### config.mk
export PLATFORM = sky130hd
export DESIGN_NAME = y86_dx_control_flat
export DESIGN_NICKNAME = d
export VERILOG_FILES = /design/src/rtl/y86_pkg.sv /design/src/rtl/y86_dx_control_if.sv /design/src/rtl/y86_regfile.sv /design/src/rtl/y86_dx_control.sv /design/src/flat_wrapper.sv
export SDC_FILE = /design/constraint.sdc
export NUM_CORES = 2
export LEC_CHECK = 0
export CELL_PAD_IN_SITES_DETAIL_PLACEMENT = 0
export CELL_PAD_IN_SITES_GLOBAL_PLACEMENT = 2
export CORE_MARGIN = 2
export CORE_UTILIZATION = 30
export CTS_CLUSTER_DIAMETER = 200
export DETAILED_ROUTE_END_ITERATION = 10
export DONT_BUFFER_PORTS = 1
export GPL_ROUTABILITY_DRIVEN = 0
export HOLD_SLACK_MARGIN = 0.08
export PLACE_DENSITY_LB_ADDON = 0.08
export SLEW_MARGIN = 20
export SYNTH_ARGS = -nofsm -noshare
export SYNTH_HDL_FRONTEND = slang
export SYNTH_HIERARCHICAL = 1
export SYNTH_SLANG_ARGS = --single-unit
### constraint.sdc
create_clock -name clk -period 10 [get_ports clk]
set_input_delay 2 -clock clk [delete_from_list [all_inputs] [get_ports clk]]
set_output_delay 2 -clock clk [all_outputs]
set_load 0.02 [all_outputs]
### src/rtl/y86_pkg.sv
// Shared Y86-64 encodings and condition-code type used by the decode/execute
// control slice.
package y86_pkg;

  localparam int WORD_W = 64;

  localparam logic [3:0] I_HALT   = 4'h0;
  localparam logic [3:0] I_NOP    = 4'h1;
  localparam logic [3:0] I_RRMOVQ = 4'h2;
  localparam logic [3:0] I_IRMOVQ = 4'h3;
  localparam logic [3:0] I_RMMOVQ = 4'h4;
  localparam logic [3:0] I_MRMOVQ = 4'h5;
  localparam logic [3:0] I_OPQ    = 4'h6;
  localparam logic [3:0] I_JXX    = 4'h7;
  localparam logic [3:0] I_CALL   = 4'h8;
  localparam logic [3:0] I_RET    = 4'h9;
  localparam logic [3:0] I_PUSHQ  = 4'hA;
  localparam logic [3:0] I_POPQ   = 4'hB;

  localparam logic [2:0] S_AOK = 3'd1;
  localparam logic [2:0] S_HLT = 3'd2;
  localparam logic [2:0] S_ADR = 3'd3;
  localparam logic [2:0] S_INS = 3'd4;

  localparam logic [3:0] A_ADD = 4'h0;
  localparam logic [3:0] A_SUB = 4'h1;
  localparam logic [3:0] A_AND = 4'h2;
  localparam logic [3:0] A_XOR = 4'h3;

  localparam logic [3:0] REG_NONE = 4'hF;
  localparam logic [3:0] RSP      = 4'h4;

  typedef struct packed {
    logic zf;
    logic sf;
    logic of;
  } cc_t;

  function automatic logic isExcept(input logic [2:0] stat);
    return (stat == S_HLT) || (stat == S_ADR) || (stat == S_INS);
  endfunction

endpackage

### src/rtl/y86_dx_control_if.sv
// Pipeline-register view (D/E/M/W inputs) and decode/execute/control results
// exchanged between the pipeline top level and the dx control block.
interface y86_dx_control_if;
  import y86_pkg::*;

  logic [2:0]        D_stat;
  logic [3:0]        D_icode, D_ifun, D_rA, D_rB;
  logic [WORD_W-1:0] D_valC, D_valP;
  logic [2:0]        E_stat;
  logic [3:0]        E_icode, E_ifun, E_dstE, E_dstM;
  logic [WORD_W-1:0] E_valC, E_valA, E_valB;
  logic [3:0]        M_icode, M_dstE, M_dstM;
  logic [WORD_W-1:0] M_valE, m_valM;
  logic [2:0]        m_stat, W_stat;
  logic [3:0]        W_dstE, W_dstM;
  logic [WORD_W-1:0] W_valE, W_valM;

  logic [2:0]        d_stat, e_stat;
  logic [3:0]        d_icode, d_ifun, d_dstE, d_dstM, d_srcA, d_srcB;
  logic [WORD_W-1:0] d_valC, d_valA, d_valB;
  logic [3:0]        e_icode, e_dstE, e_dstM;
  logic              e_Cnd;
  logic [WORD_W-1:0] e_valE, e_valA;
  logic              F_stall, D_stall, D_bubble, E_bubble, M_bubble, W_stall;

  modport master (
    output D_stat, D_icode, D_ifun, D_rA, D_rB, D_valC, D_valP,
           E_stat, E_icode, E_ifun, E_valC, E_valA, E_valB, E_dstE, E_dstM,
           M_icode, M_dstE, M_dstM, M_valE, m_valM, m_stat,
           W_stat, W_dstE, W_dstM, W_valE, W_valM,
    input  d_stat, d_icode, d_ifun, d_valC, d_valA, d_valB,
           d_dstE, d_dstM, d_srcA, d_srcB,
           e_stat, e_icode, e_Cnd, e_valE, e_valA, e_dstE, e_dstM,
           F_stall, D_stall, D_bubble, E_bubble, M_bubble, W_stall
  );

  modport slave (
    input  D_stat, D_icode, D_ifun, D_rA, D_rB, D_valC, D_valP,
           E_stat, E_icode, E_ifun, E_valC, E_valA, E_valB, E_dstE, E_dstM,
           M_icode, M_dstE, M_dstM, M_valE, m_valM, m_stat,
           W_stat, W_dstE, W_dstM, W_valE, W_valM,
    output d_stat, d_icode, d_ifun, d_valC, d_valA, d_valB,
           d_dstE, d_dstM, d_srcA, d_srcB,
           e_stat, e_icode, e_Cnd, e_valE, e_valA, e_dstE, e_dstM,
           F_stall, D_stall, D_bubble, E_bubble, M_bubble, W_stall
  );

endinterface

### src/rtl/y86_regfile.sv
// 15 x 64-bit Y86 register file: two asynchronous read ports, two write ports.
module y86_regfile
  import y86_pkg::*;
(
  input  logic              clk,
  input  logic              rst,
  input  logic [3:0]        srcA,
  input  logic [3:0]        srcB,
  output logic [WORD_W-1:0] rdA,
  output logic [WORD_W-1:0] rdB,
  input  logic [3:0]        dstE,
  input  logic [WORD_W-1:0] valE,
  input  logic [3:0]        dstM,
  input  logic [WORD_W-1:0] valM
);

  logic [WORD_W-1:0] regs [0:14];

  // dstM is written last so it overrides dstE when both name the same register
  always_ff @(posedge clk) begin
    if (rst) begin
      for (int i = 0; i < 15; i++) regs[i] <= '0;
    end else begin
      if (dstE != REG_NONE) regs[dstE] <= valE;
      if (dstM != REG_NONE) regs[dstM] <= valM;
    end
  end

  assign rdA = (srcA == REG_NONE) ? '0 : regs[srcA];
  assign rdB = (srcB == REG_NONE) ? '0 : regs[srcB];

endmodule

### src/rtl/y86_dx_control.sv
// Y86-64 decode/execute datapath with operand forwarding, condition codes and
// pipeline hazard control.
module y86_dx_control
  import y86_pkg::*;
(
  input logic clk,
  input logic rst,
  y86_dx_control_if.slave dx
);

  logic [3:0]               srcA, srcB, dstE, dstM, eDstE;
  logic [WORD_W-1:0]        rfA, rfB, valA, valB;
  logic signed [WORD_W-1:0] aluA, aluB, aluRes;
  logic [3:0]               aluFun;
  cc_t                      cc, ccNext;
  logic                     cnd, loadUse, retHaz, mispredict;

  function automatic logic signed [WORD_W-1:0] aluCompute(
      input logic [3:0] fn, input logic signed [WORD_W-1:0] a, b);
    case (fn)
      A_SUB:   return b - a;
      A_AND:   return a & b;
      A_XOR:   return a ^ b;
      default: return a + b;
    endcase
  endfunction

  function automatic logic condEval(input logic [3:0] fn, input cc_t c);
    case (fn)
      4'h0:    return 1'b1;
      4'h1:    return (c.sf ^ c.of) | c.zf;
      4'h2:    return c.sf ^ c.of;
      4'h3:    return c.zf;
      4'h4:    return !c.zf;
      4'h5:    return !(c.sf ^ c.of);
      4'h6:    return !(c.sf ^ c.of) && !c.zf;
      default: return 1'b0;
    endcase
  endfunction

  // Decode: register IDs
  always_comb begin
    srcA = REG_NONE;
    srcB = REG_NONE;
    dstE = REG_NONE;
    dstM = REG_NONE;
    case (dx.D_icode)
      I_RRMOVQ, I_RMMOVQ, I_OPQ, I_PUSHQ: srcA = dx.D_rA;
      I_RET, I_POPQ:                      srcA = RSP;
      default: ;
    endcase
    case (dx.D_icode)
      I_RMMOVQ, I_MRMOVQ, I_OPQ:          srcB = dx.D_rB;
      I_CALL, I_RET, I_PUSHQ, I_POPQ:     srcB = RSP;
      default: ;
    endcase
    case (dx.D_icode)
      I_RRMOVQ, I_IRMOVQ, I_OPQ:          dstE = dx.D_rB;
      I_CALL, I_RET, I_PUSHQ, I_POPQ:     dstE = RSP;
      default: ;
    endcase
    if (dx.D_icode == I_MRMOVQ || dx.D_icode == I_POPQ) dstM = dx.D_rA;
  end

  y86_regfile uRegfile (
    .clk  (clk),
    .rst  (rst),
    .srcA (srcA),
    .srcB (srcB),
    .rdA  (rfA),
    .rdB  (rfB),
    .dstE (dx.W_dstE),
    .valE (dx.W_valE),
    .dstM (dx.W_dstM),
    .valM (dx.W_valM)
  );

  // Forwarding: the youngest producer wins; ID F never forwards
  always_comb begin
    if (dx.D_icode == I_JXX || dx.D_icode == I_CALL) valA = dx.D_valP;
    else if (srcA == REG_NONE)  valA = '0;
    else if (srcA == eDstE)     valA = aluRes;
    else if (srcA == dx.M_dstM) valA = dx.m_valM;
    else if (srcA == dx.M_dstE) valA = dx.M_valE;
    else if (srcA == dx.W_dstM) valA = dx.W_valM;
    else if (srcA == dx.W_dstE) valA = dx.W_valE;
    else                        valA = rfA;

    if (srcB == REG_NONE)       valB = '0;
    else if (srcB == eDstE)     valB = aluRes;
    else if (srcB == dx.M_dstM) valB = dx.m_valM;
    else if (srcB == dx.M_dstE) valB = dx.M_valE;
    else if (srcB == dx.W_dstM) valB = dx.W_valM;
    else if (srcB == dx.W_dstE) valB = dx.W_valE;
    else                        valB = rfB;
  end

  // Execute: ALU operand selection and condition codes
  always_comb begin
    aluA = '0;
    aluB = '0;
    case (dx.E_icode)
      I_RRMOVQ, I_OPQ:             aluA = dx.E_valA;
      I_IRMOVQ, I_RMMOVQ, I_MRMOVQ: aluA = dx.E_valC;
      I_CALL, I_PUSHQ:             aluA = -64'sd8;
      I_RET, I_POPQ:               aluA = 64'sd8;
      default: ;
    endcase
    case (dx.E_icode)
      I_RMMOVQ, I_MRMOVQ, I_OPQ, I_CALL, I_RET, I_PUSHQ, I_POPQ: aluB = dx.E_valB;
      default: ;
    endcase
    aluFun    = (dx.E_icode == I_OPQ) ? dx.E_ifun : A_ADD;
    aluRes    = aluCompute(aluFun, aluA, aluB);
    ccNext.zf = (aluRes == '0);
    ccNext.sf = aluRes[WORD_W-1];
    case (aluFun)
      A_ADD:   ccNext.of = (aluA[WORD_W-1] == aluB[WORD_W-1]) && (aluRes[WORD_W-1] != aluA[WORD_W-1]);
      A_SUB:   ccNext.of = (aluA[WORD_W-1] != aluB[WORD_W-1]) && (aluRes[WORD_W-1] != aluB[WORD_W-1]);
      default: ccNext.of = 1'b0;
    endcase
    cnd   = condEval(dx.E_ifun, cc);
    eDstE = (dx.E_icode == I_RRMOVQ && !cnd) ? REG_NONE : dx.E_dstE;
  end

  // CC is frozen once an exception is in the memory or writeback stage
  always_ff @(posedge clk) begin
    if (rst)
      cc <= '{zf: 1'b1, sf: 1'b0, of: 1'b0};
    else if (dx.E_icode == I_OPQ && !isExcept(dx.m_stat) && !isExcept(dx.W_stat))
      cc <= ccNext;
  end

  assign loadUse = (dx.E_icode == I_MRMOVQ || dx.E_icode == I_POPQ) &&
                   (dx.E_dstM != REG_NONE) &&
                   (dx.E_dstM == srcA || dx.E_dstM == srcB);
  assign retHaz     = (dx.D_icode == I_RET) || (dx.E_icode == I_RET) || (dx.M_icode == I_RET);
  assign mispredict = (dx.E_icode == I_JXX) && !cnd;

  assign dx.d_stat   = dx.D_stat;
  assign dx.d_icode  = dx.D_icode;
  assign dx.d_ifun   = dx.D_ifun;
  assign dx.d_valC   = dx.D_valC;
  assign dx.d_valA   = valA;
  assign dx.d_valB   = valB;
  assign dx.d_dstE   = dstE;
  assign dx.d_dstM   = dstM;
  assign dx.d_srcA   = srcA;
  assign dx.d_srcB   = srcB;
  assign dx.e_stat   = dx.E_stat;
  assign dx.e_icode  = dx.E_icode;
  assign dx.e_Cnd    = cnd;
  assign dx.e_valE   = aluRes;
  assign dx.e_valA   = dx.E_valA;
  assign dx.e_dstE   = eDstE;
  assign dx.e_dstM   = dx.E_dstM;
  assign dx.F_stall  = loadUse | retHaz;
  assign dx.D_stall  = loadUse;
  assign dx.D_bubble = mispredict | (retHaz & !loadUse);
  assign dx.E_bubble = mispredict | loadUse;
  assign dx.M_bubble = isExcept(dx.m_stat) | isExcept(dx.W_stat);
  assign dx.W_stall  = isExcept(dx.W_stat);

endmodule

### src/flat_wrapper.sv
// flat-port wrapper written by rule: the top's interface ports become plain ports
module y86_dx_control_flat import y86_pkg::*;
  (clk, rst, dx_D_stat, dx_D_icode, dx_D_ifun, dx_D_rA, dx_D_rB, dx_D_valC, dx_D_valP, dx_E_stat, dx_E_icode, dx_E_ifun, dx_E_valC, dx_E_valA, dx_E_valB, dx_E_dstE, dx_E_dstM, dx_M_icode, dx_M_dstE, dx_M_dstM, dx_M_valE, dx_m_valM, dx_m_stat, dx_W_stat, dx_W_dstE, dx_W_dstM, dx_W_valE, dx_W_valM, dx_d_stat, dx_d_icode, dx_d_ifun, dx_d_valC, dx_d_valA, dx_d_valB, dx_d_dstE, dx_d_dstM, dx_d_srcA, dx_d_srcB, dx_e_stat, dx_e_icode, dx_e_Cnd, dx_e_valE, dx_e_valA, dx_e_dstE, dx_e_dstM, dx_F_stall, dx_D_stall, dx_D_bubble, dx_E_bubble, dx_M_bubble, dx_W_stall);
  y86_dx_control_if dx_i ();
  input logic clk;
  input logic rst;
  input wire logic [$bits(dx_i.D_stat)-1:0] dx_D_stat;
  input wire logic [$bits(dx_i.D_icode)-1:0] dx_D_icode;
  input wire logic [$bits(dx_i.D_ifun)-1:0] dx_D_ifun;
  input wire logic [$bits(dx_i.D_rA)-1:0] dx_D_rA;
  input wire logic [$bits(dx_i.D_rB)-1:0] dx_D_rB;
  input wire logic [$bits(dx_i.D_valC)-1:0] dx_D_valC;
  input wire logic [$bits(dx_i.D_valP)-1:0] dx_D_valP;
  input wire logic [$bits(dx_i.E_stat)-1:0] dx_E_stat;
  input wire logic [$bits(dx_i.E_icode)-1:0] dx_E_icode;
  input wire logic [$bits(dx_i.E_ifun)-1:0] dx_E_ifun;
  input wire logic [$bits(dx_i.E_valC)-1:0] dx_E_valC;
  input wire logic [$bits(dx_i.E_valA)-1:0] dx_E_valA;
  input wire logic [$bits(dx_i.E_valB)-1:0] dx_E_valB;
  input wire logic [$bits(dx_i.E_dstE)-1:0] dx_E_dstE;
  input wire logic [$bits(dx_i.E_dstM)-1:0] dx_E_dstM;
  input wire logic [$bits(dx_i.M_icode)-1:0] dx_M_icode;
  input wire logic [$bits(dx_i.M_dstE)-1:0] dx_M_dstE;
  input wire logic [$bits(dx_i.M_dstM)-1:0] dx_M_dstM;
  input wire logic [$bits(dx_i.M_valE)-1:0] dx_M_valE;
  input wire logic [$bits(dx_i.m_valM)-1:0] dx_m_valM;
  input wire logic [$bits(dx_i.m_stat)-1:0] dx_m_stat;
  input wire logic [$bits(dx_i.W_stat)-1:0] dx_W_stat;
  input wire logic [$bits(dx_i.W_dstE)-1:0] dx_W_dstE;
  input wire logic [$bits(dx_i.W_dstM)-1:0] dx_W_dstM;
  input wire logic [$bits(dx_i.W_valE)-1:0] dx_W_valE;
  input wire logic [$bits(dx_i.W_valM)-1:0] dx_W_valM;
  output wire logic [$bits(dx_i.d_stat)-1:0] dx_d_stat;
  output wire logic [$bits(dx_i.d_icode)-1:0] dx_d_icode;
  output wire logic [$bits(dx_i.d_ifun)-1:0] dx_d_ifun;
  output wire logic [$bits(dx_i.d_valC)-1:0] dx_d_valC;
  output wire logic [$bits(dx_i.d_valA)-1:0] dx_d_valA;
  output wire logic [$bits(dx_i.d_valB)-1:0] dx_d_valB;
  output wire logic [$bits(dx_i.d_dstE)-1:0] dx_d_dstE;
  output wire logic [$bits(dx_i.d_dstM)-1:0] dx_d_dstM;
  output wire logic [$bits(dx_i.d_srcA)-1:0] dx_d_srcA;
  output wire logic [$bits(dx_i.d_srcB)-1:0] dx_d_srcB;
  output wire logic [$bits(dx_i.e_stat)-1:0] dx_e_stat;
  output wire logic [$bits(dx_i.e_icode)-1:0] dx_e_icode;
  output wire logic [$bits(dx_i.e_Cnd)-1:0] dx_e_Cnd;
  output wire logic [$bits(dx_i.e_valE)-1:0] dx_e_valE;
  output wire logic [$bits(dx_i.e_valA)-1:0] dx_e_valA;
  output wire logic [$bits(dx_i.e_dstE)-1:0] dx_e_dstE;
  output wire logic [$bits(dx_i.e_dstM)-1:0] dx_e_dstM;
  output wire logic [$bits(dx_i.F_stall)-1:0] dx_F_stall;
  output wire logic [$bits(dx_i.D_stall)-1:0] dx_D_stall;
  output wire logic [$bits(dx_i.D_bubble)-1:0] dx_D_bubble;
  output wire logic [$bits(dx_i.E_bubble)-1:0] dx_E_bubble;
  output wire logic [$bits(dx_i.M_bubble)-1:0] dx_M_bubble;
  output wire logic [$bits(dx_i.W_stall)-1:0] dx_W_stall;
  assign dx_i.D_stat = dx_D_stat;
  assign dx_i.D_icode = dx_D_icode;
  assign dx_i.D_ifun = dx_D_ifun;
  assign dx_i.D_rA = dx_D_rA;
  assign dx_i.D_rB = dx_D_rB;
  assign dx_i.D_valC = dx_D_valC;
  assign dx_i.D_valP = dx_D_valP;
  assign dx_i.E_stat = dx_E_stat;
  assign dx_i.E_icode = dx_E_icode;
  assign dx_i.E_ifun = dx_E_ifun;
  assign dx_i.E_valC = dx_E_valC;
  assign dx_i.E_valA = dx_E_valA;
  assign dx_i.E_valB = dx_E_valB;
  assign dx_i.E_dstE = dx_E_dstE;
  assign dx_i.E_dstM = dx_E_dstM;
  assign dx_i.M_icode = dx_M_icode;
  assign dx_i.M_dstE = dx_M_dstE;
  assign dx_i.M_dstM = dx_M_dstM;
  assign dx_i.M_valE = dx_M_valE;
  assign dx_i.m_valM = dx_m_valM;
  assign dx_i.m_stat = dx_m_stat;
  assign dx_i.W_stat = dx_W_stat;
  assign dx_i.W_dstE = dx_W_dstE;
  assign dx_i.W_dstM = dx_W_dstM;
  assign dx_i.W_valE = dx_W_valE;
  assign dx_i.W_valM = dx_W_valM;
  assign dx_d_stat = dx_i.d_stat;
  assign dx_d_icode = dx_i.d_icode;
  assign dx_d_ifun = dx_i.d_ifun;
  assign dx_d_valC = dx_i.d_valC;
  assign dx_d_valA = dx_i.d_valA;
  assign dx_d_valB = dx_i.d_valB;
  assign dx_d_dstE = dx_i.d_dstE;
  assign dx_d_dstM = dx_i.d_dstM;
  assign dx_d_srcA = dx_i.d_srcA;
  assign dx_d_srcB = dx_i.d_srcB;
  assign dx_e_stat = dx_i.e_stat;
  assign dx_e_icode = dx_i.e_icode;
  assign dx_e_Cnd = dx_i.e_Cnd;
  assign dx_e_valE = dx_i.e_valE;
  assign dx_e_valA = dx_i.e_valA;
  assign dx_e_dstE = dx_i.e_dstE;
  assign dx_e_dstM = dx_i.e_dstM;
  assign dx_F_stall = dx_i.F_stall;
  assign dx_D_stall = dx_i.D_stall;
  assign dx_D_bubble = dx_i.D_bubble;
  assign dx_E_bubble = dx_i.E_bubble;
  assign dx_M_bubble = dx_i.M_bubble;
  assign dx_W_stall = dx_i.W_stall;
  y86_dx_control u_core (.clk(clk), .rst(rst), .dx(dx_i));
endmodule
==> metrics.md <==
| Metric | Value |
|---|---|
| Via count | `64,480` |
| Via-to-Cell Ratio | `6.492` |
| Syn_nets | `7,776` |
| Commonest cells in the netlist | `a22o_1 (998), edfxtp_1 (960), mux2i_1 (558), clkbuf_1 (508), nand2_1 (405)` |
| Number of flops mapped to enable cells by yosys | `960` |
| Largest net degree at the start of global routing | `129` |
| Fraction of layout cells with a size suffix above 1 | `16.30%` |
| Pwr dens | `163.2 nW/um^2` |
| Slew Limit Headroom | `20.87%` |
| Row cnt | `roughly 180` |
| Area grow syn2layout | `9.805%` |
| Final-report hold violation count | `0` |
| Status | `complete, no violations` |
| Initial antenna violation count | `43` |
| Synthesized area | `roughly 74,000 sq um` |
| Max Fclk | `between 0.1 and 0.15 GHz` |
| Mean post-synth cell area | `10.58 sq um` |
| CTS Buf Count | `119` |
| Worst Skew | `0 ps` |
| Placed insts | `a little under 10,000` |
| Critical Path End Type | `output port` |
| Hold_buf cts | `0` |
| Crit path max fanout | `72` |
| Fin crit period | `9685 ps` |
| Final #Nets | `7,351` |
| Reg clk slew, reported paths | `60 ps` |
| Via count of the first global-routing pass | `63,950` |
| Distinct cells, synth | `94` |
| Critical Path RT | `8000 ps` |
| Leak Pwr | `31.38 nW` |
| Detailed Route WL | `434,700 um` |
| Clock root buffer master | `clkbuf_16` |
| Die Area | `251,200 sq um` |
| CP Data Arrival Time | `7680 ps` |
| Initial DRC count | `6,535` |
| First-pass GRT wire length | `581,800 um` |
| Die height | `between 500 and 600 um` |
| DP HPWL | `between 200,000 and 300,000 um` |
| Count leader, synth | `a22o_1` |
| Synth Register Bits | `963` |
| Final setup fails | `0` |
| Chip width | `501.2 um` |
| Largest cells by area after synthesis | `edfxtp_1 (39%), a22o_1 (12%), mux4_2 (7.8%), mux2i_1 (7.5%), a21oi_1 (2.7%)` |
| Setup slack, reg-to-reg | `approximately 9000 ps` |
| Antenna viol nets, final | `0` |
| TritonCTS sink count | `about 960` |
| Area leader, netlist | `edfxtp_1` |
| Cell count after synthesis | `7,008` |
| Grt ovf | `0` |
| Maximum VDD drop | `between 0.00015 and 0.0002 V` |
| H-Tree Level Count | `3` |
| Setup ws final | `315.0 ps` |
| Port bufs | `0` |
| Register area share after synthesis | `38.95%` |
| Fillers | `~25,000` |
| Worst-margin pin slew | `1183 ps` |
| Pre-CTS setup slack | `-142.7 ps` |
| Drt drc | `0` |
| Worst-Skew Late Latency | `770 ps` |
| Clock buffer depth | `3` |
| Top_reg_cell synth | `edfxtp_1` |
| Total track usage | `between 30% and 40%` |
| Max-slew violations | `0` |
| Initial Util | `between 30% and 40%` |
| IO Pins | `1,011` |
| Critical Setup Path Class | `in -> out` |
| Synth async-reset ratio | `0%` |
| CTS tree | `yes` |
| Area of the core | `245,900 sq um` |
| Setup crit start kind | `input pin` |
| Hold/Removal Path Class | `reg -> reg` |
| Avg WL per Cell | `around 44 um` |
| Syn. warnings | `6` |
| DR pass1 iterations | `5` |
| Max cap viols | `0` |
| Post-synth top area share | `between 30% and 40%` |
| Finished Layout Cells | `between 9,000 and 10,000` |
| Final period util | `between 90 and 100%` |
==> timing repair <==
| action | in CTS | in global routing |
|---|---|---|
| resized for setup | 1 | 20 |
| buffers inserted | 0 | 2 |
| setup endpoints to repair | 2 | 15 |
| pin swaps | 0 | 3 |
==> metrics by stage <==
| step | util, % | setup TNS (ps) | total power [mW] | hold WS (ps) | cell area [sq um] |
|---|---|---|---|---|---|
| after global routing | 33.10 | -15.69 | 13.68 | 525.0 | 81410 |
| after global placement | 31.56 | -258.2 | 9.072 | 499.0 | 77610 |
| after CTS | 33.04 | 0 | 13.30 | 510.6 | 81250 |
| after floorplan | - | 0 | 7.440 | 446.9 | 74170 |
| final | 33.11 | 0 | 13.29 | 507.4 | 81440 |
| after detailed placement | 31.56 | -206.4 | 9.079 | 499.7 | 77610 |
==> cells in the final DEF, fill, tap and decap left out, types with 84 or more instances in the layout <==
| cell | synthesis | layout |
|---|---|---|
| a22o_1 | 998 | 997 |
| edfxtp_1 | 960 | 960 |
| mux2i_1 | 558 | 557 |
| nand2_1 | 405 | 405 |
| a21oi_1 | 404 | 399 |
| buf_4 | 159 | 395 |
| nor2_1 | 312 | 294 |
| mux4_2 | 257 | 257 |
| o21ai_0 | 225 | 210 |
| inv_1 | 163 | 156 |
| a211oi_1 | 151 | 148 |
| o211ai_1 | 141 | 141 |
| a22oi_1 | 135 | 135 |
| o22ai_1 | 128 | 128 |
| ha_1 | 125 | 124 |
| clkbuf_16 | 0 | 120 |
| a221oi_1 | 90 | 90 |
| mux2_2 | 84 | 84 |
==> worst paths after layout <==
path                       from  cells after the start             to
hold reg to reg    u_core/cc[0]                      2   u_core/cc[0]
hold / removal     u_core/cc[0]                      2   u_core/cc[0]
setup reg to reg   u_core/cc[2]                      3   u_core/cc[2]
setup / recovery  dx_E_icode[3]                     24  dx_d_valA[45]
==> worst max-delay path, stage by stage <==
cell      delay [ps]
nor2b_1          160
buf_4            160
a31o_1           190
nor3_1           270
buf_4            180
nand4_1          130
nor2_1           350
nand2_1          200
o31ai_1          280
xor2_1           150
ha_1             460
a21oi_1          130
o21ai_0          450
a21oi_1          180
o221ai_1         380
a211oi_1         180
buf_4            180
o221a_2          350
xor2_1           180
o21ai_1          320
buf_4            280
mux2i_1          100
o21ai_0          190
buf_4            180
==> power breakdown <==
group	leakage (nW)	switching, mW	internal [mW]	total [mW]
clock network	1.77	1.90	2.34	4.24
registers	9.36	0.148	4.78	4.93
logic	20.2	2.72	1.41	4.13
==> cell families after synthesis <==
family	share of synthesized area (%)
AOI/OAI and AO/OA	25.64
buffers and inverters	7.031
DFF	38.95
muxes	16.63
xor gates and xnor gates	1.783
and+or+nand+nor	7.829
adders and majority gates	2.136
==> sequential cells by signal, indices dropped and copies added (netlist names) <==
signal,count
u_core/cc,3
u_core/uRegfile/regs,960
==> layout make-up <==
cell class,count,area (sq um),area share (%)
clock inverters,61,516.7,0.6345
flip-flops and latches,963,28890,35.47
diodes,39,97.59,0.1198
clock buffers,151,3119,3.830
repair buffers,422,3506,4.305
multi-input cells,4910,40620,49.87
well taps,3220,4029,4.947
inverters,167,668.1,0.8204
==> metal layers <==
metal / GRT usage [%] / up-vias / part of all wire [%]
li1: - / 26850 / -
met1: 42.41 / 33830 / 41
met2: 54.99 / 3046 / 47
met3: 6.579 / 754 / 7.3
met4: 14.60 / 8 / 5.1
met5: 0.1736 / - / 0.025
No activity file was read; power rests on OpenSTA's default activity.
